$ cat src/rtl/bcd_tick_counter_if.sv
// Bundle of the count/display signals exchanged with bcd_tick_counter.
// The master side drives the divided clock and the count controls; the
// slave side (the counter) returns the BCD count, wrap pulse and display.
interface bcd_tick_counter_if #(
  parameter int NUM_DIGITS = 4
);
  logic                    slow_clk;
  logic                    enable;
  logic                    up_down;
  logic                    clear;
  logic [4*NUM_DIGITS-1:0] count_bcd;
  logic                    carry;
  logic [NUM_DIGITS-1:0]   anodes;
  logic [6:0]              segments;

  modport master (
    output slow_clk, enable, up_down, clear,
    input  count_bcd, carry, anodes, segments
  );

  modport slave (
    input  slow_clk, enable, up_down, clear,
    output count_bcd, carry, anodes, segments
  );
endinterface

$ cat src/rtl/bcd_tick_counter.sv
// BCD up/down counter stepped by rising edges of a divided clock that is
// sampled as plain data in the clk_in domain, plus a time-multiplexed
// active-low 7-segment display driver for the running count.
module bcd_tick_counter #(
  parameter int NUM_DIGITS = 4,
  parameter int SCAN_COUNT = 100000
) (
  input  logic             i_clk_in,
  input  logic             i_reset,
  bcd_tick_counter_if.slave bus
);

  localparam int CNT_W  = 4 * NUM_DIGITS;
  localparam int SCAN_W = $clog2(SCAN_COUNT);
  localparam int IDX_W  = (NUM_DIGITS > 1) ? $clog2(NUM_DIGITS) : 1;
  localparam logic [SCAN_W-1:0] SCAN_LAST = SCAN_W'(SCAN_COUNT - 1);
  localparam logic [IDX_W-1:0]  IDX_LAST  = IDX_W'(NUM_DIGITS - 1);

  // Active-low {g,f,e,d,c,b,a}; non-decimal codes blank the digit.
  function automatic logic [6:0] seg_decode(input logic [3:0] d);
    case (d)
      4'd0:    seg_decode = 7'h40;
      4'd1:    seg_decode = 7'h79;
      4'd2:    seg_decode = 7'h24;
      4'd3:    seg_decode = 7'h30;
      4'd4:    seg_decode = 7'h19;
      4'd5:    seg_decode = 7'h12;
      4'd6:    seg_decode = 7'h02;
      4'd7:    seg_decode = 7'h78;
      4'd8:    seg_decode = 7'h00;
      4'd9:    seg_decode = 7'h10;
      default: seg_decode = 7'h7F;
    endcase
  endfunction

  logic              r_slow_q;
  logic [CNT_W-1:0]  r_count;
  logic              r_carry;
  logic [SCAN_W-1:0] r_scan;
  logic [IDX_W-1:0]  r_idx;
  logic [NUM_DIGITS-1:0] r_anodes;
  logic [6:0]        r_segments;

  logic                  w_step;
  logic [NUM_DIGITS:0]   w_up_chain;
  logic [NUM_DIGITS:0]   w_dn_chain;
  logic [CNT_W-1:0]      w_up_next;
  logic [CNT_W-1:0]      w_dn_next;
  logic [3:0]            w_digit [NUM_DIGITS];
  logic [3:0]            w_cur_digit;
  logic [NUM_DIGITS-1:0] w_anodes_next;

  // One step per slow_clk rising edge, independent of its high time.
  assign w_step = bus.slow_clk & ~r_slow_q;

  // Ripple chains: an increment propagates through trailing 9s, a
  // decrement through trailing 0s; the chain output is the wrap flag.
  assign w_up_chain[0] = 1'b1;
  assign w_dn_chain[0] = 1'b1;

  genvar gi;
  generate
    for (gi = 0; gi < NUM_DIGITS; gi++) begin : g_digit
      assign w_digit[gi]        = r_count[gi*4 +: 4];
      assign w_up_chain[gi+1]   = w_up_chain[gi] & (w_digit[gi] == 4'd9);
      assign w_dn_chain[gi+1]   = w_dn_chain[gi] & (w_digit[gi] == 4'd0);
      assign w_up_next[gi*4 +: 4] = !w_up_chain[gi]        ? w_digit[gi] :
                                    (w_digit[gi] == 4'd9) ? 4'd0 : w_digit[gi] + 4'd1;
      assign w_dn_next[gi*4 +: 4] = !w_dn_chain[gi]        ? w_digit[gi] :
                                    (w_digit[gi] == 4'd0) ? 4'd9 : w_digit[gi] - 4'd1;
    end
  endgenerate

  assign w_cur_digit   = w_digit[r_idx];
  assign w_anodes_next = ~(NUM_DIGITS'(1) << r_idx);

  // Edge detector history; resets high so a high slow_clk at release is ignored.
  always_ff @(posedge i_clk_in or posedge i_reset) begin
    if (i_reset) r_slow_q <= 1'b1;
    else         r_slow_q <= bus.slow_clk;
  end

  // Count register and wrap pulse: clear beats a step, otherwise hold.
  always_ff @(posedge i_clk_in or posedge i_reset) begin
    if (i_reset) begin
      r_count <= '0;
      r_carry <= 1'b0;
    end else if (bus.clear) begin
      r_count <= '0;
      r_carry <= 1'b0;
    end else if (w_step && bus.enable) begin
      if (bus.up_down) begin
        r_count <= w_up_next;
        r_carry <= w_up_chain[NUM_DIGITS];
      end else begin
        r_count <= w_dn_next;
        r_carry <= w_dn_chain[NUM_DIGITS];
      end
    end else begin
      r_carry <= 1'b0;
    end
  end

  // Free-running scan timer; advances the lit digit at its terminal value.
  always_ff @(posedge i_clk_in or posedge i_reset) begin
    if (i_reset) begin
      r_scan <= '0;
      r_idx  <= '0;
    end else if (r_scan == SCAN_LAST) begin
      r_scan <= '0;
      r_idx  <= (r_idx == IDX_LAST) ? '0 : r_idx + 1'b1;
    end else begin
      r_scan <= r_scan + 1'b1;
    end
  end

  // Anode and segment registers load together so they always describe one digit.
  always_ff @(posedge i_clk_in or posedge i_reset) begin
    if (i_reset) begin
      r_anodes   <= '1;
      r_segments <= 7'h7F;
    end else begin
      r_anodes   <= w_anodes_next;
      r_segments <= seg_decode(w_cur_digit);
    end
  end

  assign bus.count_bcd = r_count;
  assign bus.carry     = r_carry;
  assign bus.anodes    = r_anodes;
  assign bus.segments  = r_segments;

endmodule

$ cat src/flat_wrapper.sv
// flat-port wrapper written by rule: the top's interface ports become plain ports
module bcd_tick_counter_flat 
#(
  parameter int NUM_DIGITS = 4,
  parameter int SCAN_COUNT = 100000
)
  (i_clk_in, i_reset, bus_slow_clk, bus_enable, bus_up_down, bus_clear, bus_count_bcd, bus_carry, bus_anodes, bus_segments);
  bcd_tick_counter_if #(.NUM_DIGITS(NUM_DIGITS)) bus_i ();
  input  logic i_clk_in;
  input  logic i_reset;
  input wire logic [$bits(bus_i.slow_clk)-1:0] bus_slow_clk;
  input wire logic [$bits(bus_i.enable)-1:0] bus_enable;
  input wire logic [$bits(bus_i.up_down)-1:0] bus_up_down;
  input wire logic [$bits(bus_i.clear)-1:0] bus_clear;
  output wire logic [$bits(bus_i.count_bcd)-1:0] bus_count_bcd;
  output wire logic [$bits(bus_i.carry)-1:0] bus_carry;
  output wire logic [$bits(bus_i.anodes)-1:0] bus_anodes;
  output wire logic [$bits(bus_i.segments)-1:0] bus_segments;
  assign bus_i.slow_clk = bus_slow_clk;
  assign bus_i.enable = bus_enable;
  assign bus_i.up_down = bus_up_down;
  assign bus_i.clear = bus_clear;
  assign bus_count_bcd = bus_i.count_bcd;
  assign bus_carry = bus_i.carry;
  assign bus_anodes = bus_i.anodes;
  assign bus_segments = bus_i.segments;
  bcd_tick_counter #(.NUM_DIGITS(NUM_DIGITS), .SCAN_COUNT(SCAN_COUNT)) u_core (.i_clk_in(i_clk_in), .i_reset(i_reset), .bus(bus_i));
endmodule
$ cat config.mk
export PLATFORM = sky130hd
export DESIGN_NAME = bcd_tick_counter_flat
export DESIGN_NICKNAME = d
export VERILOG_FILES = /design/src/rtl/bcd_tick_counter_if.sv /design/src/rtl/bcd_tick_counter.sv /design/src/flat_wrapper.sv
export SDC_FILE = /design/constraint.sdc
export NUM_CORES = 1
export LEC_CHECK = 0
export ABC_AREA = 1
export CAP_MARGIN = 15
export CORE_ASPECT_RATIO = 1.4
export CORE_MARGIN = 5
export CORE_UTILIZATION = 55
export CTS_CLUSTER_DIAMETER = 30
export CTS_CLUSTER_SIZE = 40
export DETAILED_ROUTE_END_ITERATION = 16
export GPL_TIMING_DRIVEN = 0
export PLACE_DENSITY = 0.79
export SETUP_SLACK_MARGIN = 0.02
export SYNTH_ARGS = -nofsm -noshare
export SYNTH_HDL_FRONTEND = slang
export SYNTH_SLANG_ARGS = --single-unit
$ cat constraint.sdc
create_clock -name i_clk_in -period 3.9 [get_ports i_clk_in]
set_clock_uncertainty 0.05 [all_clocks]
set_input_delay 0.78 -clock i_clk_in [delete_from_list [all_inputs] [get_ports i_clk_in]]
set_output_delay 0.78 -clock i_clk_in [all_outputs]
set_load 0.02 [all_outputs]
# Word-level counts from Yosys, hierarchy flattened
# Memory sizes are Yosys's and may differ from the RTL's. A register that Yosys moved wholly into a read port is not among the register bits.
# Cells that the tools add are included.
[classes]
add_sub_neg = 10
n_mul = 0
div_mod_pow = 0
n_lt_le_gt_ge = 1
eq_ne = 9
shifts = 1
n_mux = 25
n_bitwise = 10
n_reduce_logical = 12
[op_table]
columns = ["op", "n"]
rows = [
  ["2-to-1 mux 4 bit", 16],
  ["2-to-1 mux 16 bit", 3],
  ["adder 17 x 1 -> 17 bit, second input constant", 1],
  ["== test 17 bit, second input constant", 1],
  ["2-to-1 mux 17 bit", 1],
  ["adder 4 x 1 -> 4 bit, second input constant", 4],
  ["== test 4 bit, second input constant", 4],
  ["zero test 4 bit", 4],
  ["subtractor 4 x 1 -> 4 bit, second input constant", 4],
  ["inequality test 3 x 1 -> 1 bit, second input constant", 3],
  ["AND reduction 3 bit", 3],
  ["nonzero test 3 bit", 3],
  ["binary-select mux 4 bit (select 2 bit)", 1],
  ["bitwise AND 1 bit", 7],
  ["NOT 4 bit", 1],
  ["left shift 1 x 2 -> 4 bit, first input constant", 1],
  ["greater-or-equal comparator 3 bit, second input constant", 1],
  ["2-to-1 mux 1 bit", 3],
  ["NOT 2 -> 3 bit", 1],
  ["adder 2 x 1 -> 2 bit, second input constant", 1],
  ["== test 2 bit, second input constant", 1],
  ["2-to-1 mux 2 bit", 1],
  ["nonzero test 2 bit", 1],
  ["logical AND 1 bit", 1],
  ["NOT 1 bit", 1],
]
[totals]
regBits = 41
latch_bits = 0
mem_bits_rw = 0
romBits = 112
output_inout_bits = 28
n_memories = 1
[memory_table]
columns = ["memory", "depth", "width", "rd", "rd_clocked_by_memory_dff", "wr", "line", "rtl"]
rows = [
  ["(no name shown)", 16, 7, 1, 1, 0, "bcd_tick_counter.sv:21", "case (d)"],
]

# Depth between registers and ports, before layout
[depth]
ltp_word = 7
depth_mapped = 10
mapped_depth_nobuf = 10

# Worst setup path after synthesis
# OpenSTA, ideal clock, no wires.
[synth_path]
path_kind = "register -> register"
start = "reg u_core.r_count[4], in the netlist u_core.bus.count_bcd[4]"
end = "reg u_core.r_count[12], in the netlist u_core.bus.count_bcd[12]"
setup_ns = 0.118
arrival_ns = 1.485
required_time_ns = 3.732
setup_slack_ns = 2.248
path_stages_with_launch = 10
period_less_slack_ns = 1.652
path_cell_list = "dfrtp_1 inv_1 ha_1 nand2_2 nor2_1 nand3_1 nand2_2 nand3_2 nand2_1 nand2_1"
[synth_via]
elab_chain_len = 5
[synth_lines]
columns = ["item", "line", "rtl"]
rows = [
  ["from (decl)", "bcd_tick_counter.sv:37", "logic [CNT_W-1:0] r_count;"],
  ["from (signal assigned)", "bcd_tick_counter.sv:93", "r_count <= w_up_next;"],
  ["from (signal assigned)", "bcd_tick_counter.sv:96", "r_count <= w_dn_next;"],
  ["== test 4 bit or zero test 4 bit (tied branches)", "bcd_tick_counter.sv:65, bcd_tick_counter.sv:66", ""],
  ["bitwise AND 1 bit, on equally long branches (2 in series)", "bcd_tick_counter.sv:65, bcd_tick_counter.sv:66", ""],
  ["inequality test 3 x 1 -> 1 bit (no source line) or nonzero test 3 bit (tied branches)", "-", ""],
  ["AND reduction 3 bit (no source line) (*)", "-", ""],
]
# Every way passes the cells marked *; elsewhere a longest branch is shown, timed or not.
# A chain may end at the register's enable or synchronous reset.

# Worst setup path in the final report
[layout_path]
start = "reg u_core.r_count[7], in the netlist u_core.bus.count_bcd[7]"
end = "out bus_count_bcd[7]"
[layout_lines]
columns = ["item", "line", "rtl"]
rows = [
  ["to (decl)", "flat_wrapper.sv:15", "output wire logic [$bits(bus_i.count_bcd)-1:0] bus_count_bcd;"],
]
# No word-level cell between the ends.

==> results.json <==
{
  "met3_usage_pct": 2.89,
  "initial_utilization_pct": 55.6,
  "power_leakage_nw": 1.85,
  "setup_viol": 0,
  "coreArea_sq_mm": 0.00578,
  "fmax_mhz": 424,
  "cts_root_buf": "clkbuf_8",
  "hold_buffers": 0,
  "cts.sinks": 48,
  "yosys-top-cells-count": "nand2_1 (86), inv_1 (57), nor2_1 (45)",
  "fin_util_pct": 64.8,
  "wl_microns": 7020,
  "drtIter0Drc": 175,
  "synth_most_common_cell": "nand2_1",
  "slew_violations": 0,
  "layout-drive-gt1-share_pct": 12.1,
  "met1_usage_pct": 24.6,
  "crit_type": "flop to output port",
  "cp_top_family": "buffers and inverters",
  "die_x_microns": 74.6,
  "seqPwrFrac_pct": 37.7,
  "use_met2_pct": 36.4,
  "area_delta_synth_final_pct": 16.4,
  "finalNetCount": 490,
  "final_cell_area_sq_mm": 0.00374,
  "numPortBuffers": 33,
  "placed_cells": 524,
  "dr.pass1.iters": 4,
  "drc_errors": 0,
  "synth-async-reset-ratio_pct": 100,
  "intPower_mw": 1.06,
  "fin_crit_ps": 2360,
  "synth_edf_count": 0,
  "slowest_delay_ps": 670,
  "pwr-share-clk_pct": 16.7,
  "crit_required_ps": 3070,
  "pre_cts_slack_ps": 1510,
  "ant_nets": 0,
  "dieArea_sq_mm": 0.00750,
  "vias_per_cell": 5.32,
  "hold-worst-slack_ps": 416,
  "clock_latency_ps": 320,
  "post_cts_resized": 0,
  "syn_nets": 449,
  "power.density_mw_per_mm2": 493,
  "gp_congestion": 0.899,
  "synth_top_flop_cell": "dfrtp_1",
  "tightest_slew_ps": 376,
  "fin_cells": 532,
  "post-cts-setup-buffers": 0,
  "io_pins": 34,
  "max_slew_margin_pct": 74.9,
  "die_y_microns": 100,
  "peakVddDrop_v": 0.000249,
  "synth_area_sq_mm": 0.00322,
  "ys_types": 31,
  "rsz0062_at_grt": "no",
  "crit_buf_inv": 1,
  "htreeDepth": 2,
  "cp-start-kind": "flop",
  "critPathSlowestCell": "clkdlybuf4s50_1",
  "place_area_sq_mm": 0.00365,
  "syn_area_per_cell_sq_um": 7.66,
  "grt_pass1_wl_microns": 12400,
  "cp_data_arrival_time_ps": 1530,
  "syn_inst": 420,
  "combPwrFrac_pct": 45.6,
  "yosysTopAreaCell": "dfrtp_1",
  "busiest_layer": "met2",
  "synth_top_area_share_pct": 28.0,
  "status": "finished, final reports clean",
  "hold_viol": 0,
  "cts.clk_slew.worst_paths_ps": 90,
  "finalWorstSetupSlack_ps": 1540,
  "synthTopCellsByArea": "dfrtp_1 (28%), nand2_1 (10%), dfstp_2 (9.8%)",
  "wire_per_inst_microns": 13.2,
  "grt_overflow": 0,
  "grt_start_max_net_pins": 39,
  "ys_ff_latch": 48,
  "cts_buffer_depth": 2,
  "vias": 2828,
  "power_mw": 1.84,
  "hp-class": "flop to flop",
  "end_kind": "output port",
  "grtUsageTotal_pct": 20.7,
  "cts_buffers": 5,
  "maxCapViolCount": 0,
  "place_hpwl_microns": 5400,
  "netSwitchingPower_mw": 0.784,
  "path_cells": "clkdlybuf4s50_1",
  "grt_pass1_vias": 2836,
  "std_cell_rows": 33,
  "fin_crit_sh_pct": 60.5,
  "tns_ps": 0,
  "antenna_found_initial": 0,
  "tritoncts": "done",
  "diodes": 0,
  "ys_warn_count": 0,
  "p_sw_share_pct": 42.5,
  "ys_seq_area_share_pct": 37.8,
  "crit_fanout": 7
}
-- routing by layer --
layer  share of wire, %  vias to the layer above
li1                   -                     1431
met1                 42                     1309
met2                 52                       65
met3                3.1                       23
met4                3.1                        0
met5                  0                        -
-- logic make-up after synthesis --
| family | synth area share, % |
|---|---|
| DFF | 37.8 |
| buffers and inverters | 8.25 |
| adders and majority gates | 8.95 |
| and+or+nand+nor | 31.9 |
| xor gates and xnor gates | 3.54 |
| AOI/OAI and AO/OA | 9.57 |
-- path summary, 6_finish.rpt --
path	start	to	slack, ps	cells after the start
hold / removal	u_core.r_scan[0]	u_core.r_scan[0]	420	1
max in group asynchronous	i_reset	u_core.bus.anodes[2]	2600	3
min in group asynchronous	i_reset	u_core.bus.count_bcd[14]	650	2
hold reg to reg	u_core.r_scan[0]	u_core.r_scan[0]	420	1
setup reg to reg	u_core.bus.count_bcd[4]	u_core.bus.count_bcd[14]	1960	9
setup / recovery	u_core.bus.count_bcd[7]	bus_count_bcd[7]	1540	1
-- power by group through the flow --
stage | Combinational (mW) | Clock (mW) | Sequential [mW]
after floorplan | 0.472 | 0 | 0.775
after global placement | 0.817 | 0 | 0.699
after detailed placement | 0.837 | 0 | 0.703
after CTS | 0.841 | 0.319 | 0.694
after global routing | 0.935 | 0.337 | 0.707
final | 0.842 | 0.308 | 0.695
-- placed cells by master, fill, tap and decap left out, types with 2 or more instances in the layout --
cell type,netlist,routed
a21oi_1,11,11
buf_2,2,2
buf_4,2,2
clkbuf_8,0,5
clkdlybuf4s50_1,0,33
dfrtp_1,36,36
dfstp_2,12,12
ha_1,23,23
inv_1,57,56
inv_2,4,5
inv_4,0,2
nand2_1,86,86
nand2_2,6,6
nand2_4,3,3
nand3_1,43,43
nand3_2,4,4
nand4_1,8,8
nor2_1,45,45
nor2_4,8,8
nor3_1,9,9
o211ai_1,2,2
o21ai_0,34,34
o21ai_1,3,3
xnor2_1,3,3
xor2_1,10,10
-- layout make-up --
cell class | instances | area (sq um)
well taps | 70 | 87.6
clock inverters | 3 | 21.3
clock buffers | 5 | 68.8
flip-flops and latches | 48 | 1220
fillers | 502 | 2040
repair buffers | 34 | 350
multi-input cells | 306 | 1740
plain buffers | 5 | 36.3
inverters | 61 | 229
-- flip-flops by register name, indices dropped and copies added, names as in the netlist --
name / count
u_core.bus.anodes: 4
u_core.bus.carry: 1
u_core.bus.count_bcd: 16
u_core.bus.segments: 7
u_core.r_idx: 2
u_core.r_scan: 17
u_core.r_slow_q: 1
(Power assumes the default switching activity.)
